==> src/rtl/shift_normalizer.sv <==
// rtl/shift_normalizer.sv - add-then-normalize unit: controller FSM plus datapath (optional SHIFT_COUNT_EN shift counter)

module shift_normalizer_ctrl (
  input  logic clk,
  input  logic reset,
  input  logic start,
  input  logic i_r_msb,
  input  logic i_r_zero,
  output logic L,
  output logic S,
  output logic done
);

  typedef enum logic [1:0] {
    IDLE  = 2'd0,
    LOAD  = 2'd1,
    SHIFT = 2'd2,
    DONE  = 2'd3
  } state_t;

  state_t r_state;
  state_t w_next;

  always_ff @(posedge clk or posedge reset) begin
    if (reset) begin
      r_state <= IDLE;
    end else begin
      r_state <= w_next;
    end
  end

  // A zero sum has no leading one to find, so it exits SHIFT like a normalized value.
  always_comb begin
    w_next = r_state;
    L      = 1'b0;
    S      = 1'b0;
    done   = 1'b0;
    case (r_state)
      IDLE: begin
        if (start) w_next = LOAD;
      end
      LOAD: begin
        L      = 1'b1;
        w_next = SHIFT;
      end
      SHIFT: begin
        if (i_r_msb || i_r_zero) begin
          w_next = DONE;
        end else begin
          S = 1'b1;
        end
      end
      DONE: begin
        done = 1'b1;
        if (!start) w_next = IDLE;
      end
      default: w_next = IDLE;
    endcase
  end

endmodule

module shift_normalizer_dp (
  input  logic       clk,
  input  logic       reset,
  input  logic       i_load,
  input  logic       i_shift,
  input  logic [7:0] A,
  input  logic [7:0] B,
  output logic [7:0] R,
  output logic       o_r_msb,
  output logic       o_r_zero
);

  logic [7:0] r_r;
  logic [7:0] w_sum;

  // Carry out of the add is dropped by the 8-bit target width.
  assign w_sum = A + B;

  always_ff @(posedge clk or posedge reset) begin
    if (reset) begin
      r_r <= 8'h00;
    end else if (i_load) begin
      r_r <= w_sum;
    end else if (i_shift) begin
      r_r <= {r_r[6:0], 1'b0};
    end
  end

  assign R        = r_r;
  assign o_r_msb  = r_r[7];
  assign o_r_zero = (r_r == 8'h00);

endmodule

module shift_normalizer (
  input  logic       clk,
  input  logic       reset,
  input  logic       start,
  input  logic [7:0] A,
  input  logic [7:0] B,
  output logic [7:0] R,
  output logic       L,
  output logic       S,
  output logic       done
`ifdef SHIFT_COUNT_EN
  ,
  output logic [2:0] cnt
`endif
);

  logic w_r_msb;
  logic w_r_zero;

  shift_normalizer_ctrl u_ctrl (
    .clk      (clk),
    .reset    (reset),
    .start    (start),
    .i_r_msb  (w_r_msb),
    .i_r_zero (w_r_zero),
    .L        (L),
    .S        (S),
    .done     (done)
  );

  shift_normalizer_dp u_dp (
    .clk      (clk),
    .reset    (reset),
    .i_load   (L),
    .i_shift  (S),
    .A        (A),
    .B        (B),
    .R        (R),
    .o_r_msb  (w_r_msb),
    .o_r_zero (w_r_zero)
  );

`ifdef SHIFT_COUNT_EN
  logic [2:0] r_cnt;

  // At most seven shifts can occur, so the 3-bit counter never wraps.
  always_ff @(posedge clk or posedge reset) begin
    if (reset) begin
      r_cnt <= 3'd0;
    end else if (L) begin
      r_cnt <= 3'd0;
    end else if (S) begin
      r_cnt <= r_cnt + 3'd1;
    end
  end

  assign cnt = r_cnt;
`endif

endmodule

==> config.mk <==
export PLATFORM = sky130hd
export DESIGN_NAME = shift_normalizer
export DESIGN_NICKNAME = d
export VERILOG_FILES = /design/src/rtl/shift_normalizer.sv
export SDC_FILE = /design/constraint.sdc
export NUM_CORES = 1
export LEC_CHECK = 0
export CAP_MARGIN = 0
export CORE_MARGIN = 4
export CORE_UTILIZATION = 40
export DETAILED_ROUTE_END_ITERATION = 7
export PLACE_DENSITY = 0.81
export SLEW_MARGIN = 20
export SYNTH_ARGS = -nofsm -noshare
export SYNTH_HDL_FRONTEND = slang
export SYNTH_SLANG_ARGS = --single-unit
==> constraint.sdc <==
create_clock -name clk -period 1.55 [get_ports clk]
set_input_delay 0.2325 -clock clk [delete_from_list [all_inputs] [get_ports clk]]
set_output_delay 0.2325 -clock clk [all_outputs]
set_load 0.005 [all_outputs]
Word level (Yosys, flattened, before mapping):

Cells that the tools add are included.

* logic and storage cells: 24
* output and inout port bits: 11
* input bits: 19
* register bits: 10

* reductions and logical operators: 5
* mux-type cells: 10
* equal/unequal tests: 6
* add/subtract/negate cells: 1

Operators by type and width (count)
* $mux W8: 2
* $add A8 B8 Y8: 1
* $logic_not A8 Y1: 1
* $pmux W2 S4: 1
* $mux W2: 3
* $eq A2 B2 Y1 const B: 2
* $mux W1: 4
* $ne A2 B2 Y1 const B: 2
* $reduce_and A3 Y1: 1
* $eq A2 B1 Y1 const B: 1
* $logic_not A2 Y1: 1
* $ne A2 B1 Y1 const B: 1
* $reduce_bool A2 Y1: 1
* $logic_or A1 B1 Y1: 1

Logic depth before layout (Yosys ltp):

* depth in word-level cells: 6
* gate-level depth with buffers: 7
* depth with buffers taken out: 7

Modules after synthesis:

Synthesis repeated with hierarchy kept, for this count alone.

* cell total of the unflattened synthesis: 99
* area total of the unflattened synthesis: 933.4 um^2

Modules (own cells, without submodules)
* shift_normalizer_dp: times used 1, sequential area each 200.2 um^2, area each 753.2 um^2, cells each 83
* shift_normalizer_ctrl: times used 1, sequential area each 50.0 um^2, area each 180.2 um^2, cells each 16

Least setup slack after synthesis:

OpenSTA, ideal clock, no wires.

* path type: register to register
* from: register u_ctrl.r_state[0]
* to: register u_ctrl.r_state[1]
* setup time: 0.128 ns
* buffers on the path: 0
* data required time: 1.422 ns
* slack: -0.017 ns
* stages on the path, launching flop included: 7
* arrival: 1.439 ns
* cell sequence: dfrtp_1 -> inv_1 -> ha_1 -> nand2b_1 -> a21oi_2 -> a211oi_2 -> mux2_1

* cells in the longest elaborated chain, start to end: 3
* elaborated cells on any way between the ends: 9
* classes of those cells: eq/ne (6); mux (1); reduce/logical (2)

RTL lines
* start, declared: line 21 `state_t r_state;`
* start signal, assigned: line 28 `r_state <= w_next;`
* $eq A2 B2 Y1 or $logic_not A2 Y1 (tied branches): line 38 `case (r_state)`
* $ne A2 B1 Y1 (no source line) or $ne A2 B2 Y1 (tied branches)
* $reduce_and A3 Y1 (no source line)

Parallel ways exist; a longest one is shown, timed or not.
A chain may end at the register's enable or synchronous reset.

Final worst setup path:

* from: register u_dp.r_r[5] (netlist: u_dp.R[5])
* to: register u_ctrl.r_state[1]

* cells in the longest elaborated chain, start to end: 4

RTL lines
* start, declared: line 75 `logic [7:0] r_r;`
* start signal, assigned: line 85 `r_r <= w_sum;`
* start signal, assigned: line 87 `r_r <= {r_r[6:0], 1'b0};`
* $logic_not A8 Y1: line 93 `assign o_r_zero = (r_r == 8'h00);`
* $logic_or A1 B1 Y1: line 47 `if (i_r_msb || i_r_zero) begin`
* $ne A2 B1 Y1 (no source line)
* $reduce_and A3 Y1 (no source line)

Every way passes these cells.

==> results.yml <==
run_status:
  status: "finished, violations left"
  violations: "setup timing"
finish:
  area_delta_synth_final_pct: 96.6
  antenna_cells: 0
  fin_area_um2: 1750
  postLayoutCoreUtil: 0.859
  multi_input_area_um2: 832
  layout_commonest_cell: "buf_4"
  layout.nets: 191
  final_cell_mix: "buf_4 (28), clkdlybuf4s50_1 (17), dfrtp_1 (10), nand2_1 (8), ha_4 (8)"
  seq_area_um2: 250
  drive_gt1_frac: 0.465
  n_fill_cell: 117
sta:
  slew_headroom: 0.737
  hold_viol: 0
  grt_setup_unrepaired: "true"
  setup-violations-final: 5
  skew_ns: 0.00340
  slew_violations: 0
  whs_ns: 0.246
  tightest_slew_ns: 0.395
  period_share: 1.02
  fmax_mhz: 631
  setup_slack_ns: -0.0355
  fin_crit_ns: 1.59
grt:
  grt_overflow_total: 0
  grt_pass1_vias: 974
  grt_pass1_wl_mm: 4.31
  grt_max_degree: 15
  grt_usage: 0.177
  grt_antenna_before_repair: 0
clock_network:
  clock-sinks: 10
  hold_buffers: 0
  ctsLongestPathBuffers: 2
  path_clk_slew_ns: 0.07
  numCtsBuffers: 3
  h-tree-depth: 1
  insertion_delay_ns: 0.27
  cts_tree: "built"
  clockRootBuffer: "clkbuf_4"
power_and_ir_drop:
  switchingPower_mw: 1.00
  p_sw_frac: 0.379
  comb_power_share: 0.713
  finalPower_mw: 2.64
  internal-power_mw: 1.64
  p_per_area_nw_per_um2: 1500
  ir_drop_uv: 1010
  leakage_nw: 0.782
  clockPowerShare: 0.089
  power.share.sequential: 0.198
critical_path:
  worstSetupPathType: "register to register"
  cp-end-kind: "register"
  r2r_cells: 5
  r2r_setup_slack_ns: -0.04
  crit_required_ns: 1.70
  r2r_end: "u_ctrl.r_state[1]$_DFFE_PP0P_"
  crit_arrival_ns: 1.74
  start_kind: "register"
  crit_fanout: 2
  r2r_start: "u_dp.R[5]$_DFFE_PP0P_"
floorplanning:
  die_area_um2: 3050
  ios: 30
  die_height_um: 55.2
  fp-row-count: 16
  fp.dieW_um: 55.2
  placeableCoreArea_um2: 2040
  initial_core_util: 0.437
min_path:
  hold_class: "input pin to async pin"
routing:
  dr.first_iter.drc_count: 21
  via_per_inst: 5.53
  routed_wirelength_mm: 3.18
  route.detailed.drc: 0
  final_antenna_net_count: 0
  drt_first_pass_iters: 4
  via_count: 1029
  wl_per_cell_um: 17.1
synthesis:
  synth.distinct_cells: 36
  synth_cells: 95
  avgSynthCellArea_um2: 9.39
  synth_area_um2: 892
  synth-seq-cells: 10
  syn-num-nets: 126
  yosysWarnings: 0
  ys_seq_area_frac: 0.281
placement:
  port_buffers: 29
  dpl.hpwl_mm: 1.91
  dpl_cell_area_um2: 1390
  place.gp.congestion: 0.849
  preCtsSetupSlack_ns: -0.581
run:
  maxCapViolations: 0
## sequential cells by signal, indices dropped and copies added (netlist names)
register and flops:
u_dp.R 8, u_ctrl.r_state 2
## worst max-delay path by stage
stage,start,to,slack (ns),cells after the start
after floorplan,A[0],u_dp.R[6]$_DFFE_PP0P_,0.009,7
after global placement,A[0],u_dp.R[6]$_DFFE_PP0P_,-0.47,8
after detailed placement,B[0],u_dp.R[6]$_DFFE_PP0P_,-0.58,8
after CTS,u_dp.R[5]$_DFFE_PP0P_,u_ctrl.r_state[1]$_DFFE_PP0P_,-0.06,5
after global routing,u_dp.R[5]$_DFFE_PP0P_,u_ctrl.r_state[1]$_DFFE_PP0P_,-0.11,5
final,u_dp.R[5]$_DFFE_PP0P_,u_ctrl.r_state[1]$_DFFE_PP0P_,-0.04,5
## final cells by class
| cell class | instances | share of cell area |
|---|---|---|
| multi-input cells | 74 | 0.474 |
| clock buffers | 4 | 0.0207 |
| repair buffers | 62 | 0.322 |
| well taps | 27 | 0.0193 |
| flip-flops and latches | 10 | 0.143 |
| inverters | 9 | 0.0207 |
## routing by layer
metal	global-route usage	routed length [um]	share of wire
met1	0.178	1130	0.35
met2	0.346	1760	0.55
met3	0.0140	179	0.056
met4	0.104	113	0.036
met5	0	0	0
## power groups by stage
stage	Sequential (mW)	Clock, mW	Combinational, mW
2_1_floorplan	0.541	0	0.617
3_3_place_gp	0.509	0	1.31
3_5_place_dp	0.514	0	1.36
4_1_cts	0.511	0.236	1.59
5_1_grt	0.537	0.252	2.02
6_report	0.522	0.236	1.88
## stage by stage
stage / instances / setup TNS [ns]
2_1_floorplan: 95 / 0
3_5_place_dp: 174 / -2.67
3_3_place_gp: 174 / -2.07
5_1_grt: 186 / -0.393
4_1_cts: 185 / -0.0685
6_report: 186 / -0.0728
## kinds of logic (layout without fill, tap and decap cells)
family                   count (synthesis)  count (layout)  share of synthesized area
AO/OA/AOI/OAI                           28              28                      0.229
XOR/XNOR                                 2               2                     0.0196
adder cells (fa/ha/maj)                 12              12                      0.177
buffers and inverters                   11              75                     0.0505
flip-flops                              10              10                      0.281
multiplexers                             8               8                     0.0940
AND/OR/NAND/NOR                         24              24                      0.150
## synthesized netlist by cell type
cell       instances  share of area
ha_1              11           0.15
dfrtp_1           10           0.28
inv_1              9          0.038
nand2_1            8          0.034
mux2i_1            5          0.056
o21ai_0            5          0.028
a211oi_1           3          0.025
a21oi_1            3          0.017
nor2_1             3          0.013
nor3_1             3          0.017
a211oi_2           2          0.028
a21o_1             2          0.017
mux2_2             2          0.025
nand3_1            2          0.011
nor2b_1            2          0.014
o21a_1             2          0.017
o21ai_1            2          0.011
o22ai_1            2          0.014
xnor2_1            2          0.020
a2111oi_2          1          0.017
a21oi_2            1         0.0098
a2bb2oi_1          1         0.0098
and2b_1            1         0.0084
and3_1             1         0.0070
buf_4              1         0.0084
clkbuf_1           1         0.0042
fa_1               1          0.022
mux2_1             1          0.013
nand2b_1           1         0.0070
nand4_1            1         0.0070
nor3b_1            1         0.0084
nor4_4             1          0.024
o211ai_1           1         0.0084
o21bai_1           1         0.0084
o31a_1             1         0.0098
o31ai_1            1         0.0084
## critical path: stages (launching register included)
cell and delay (ns):
dfrtp_1 0.41, nor4_4 0.29, a21oi_2 0.09, buf_4 0.15, a211oi_4 0.20, mux2_4 0.33
## repair_timing
| item | 4_1_cts | 5_1_grt |
|---|---|---|
| endpoints found under the hold margin | 0 | 0 |
| resized for setup | 34 | 34 |
| pin swaps | 14 | 11 |
| endpoints found under the setup margin | 9 | 11 |
| buffers inserted | 7 | 1 |
| gates cloned | 0 | 0 |
Note: power is estimated with default switching activity, not from simulation.
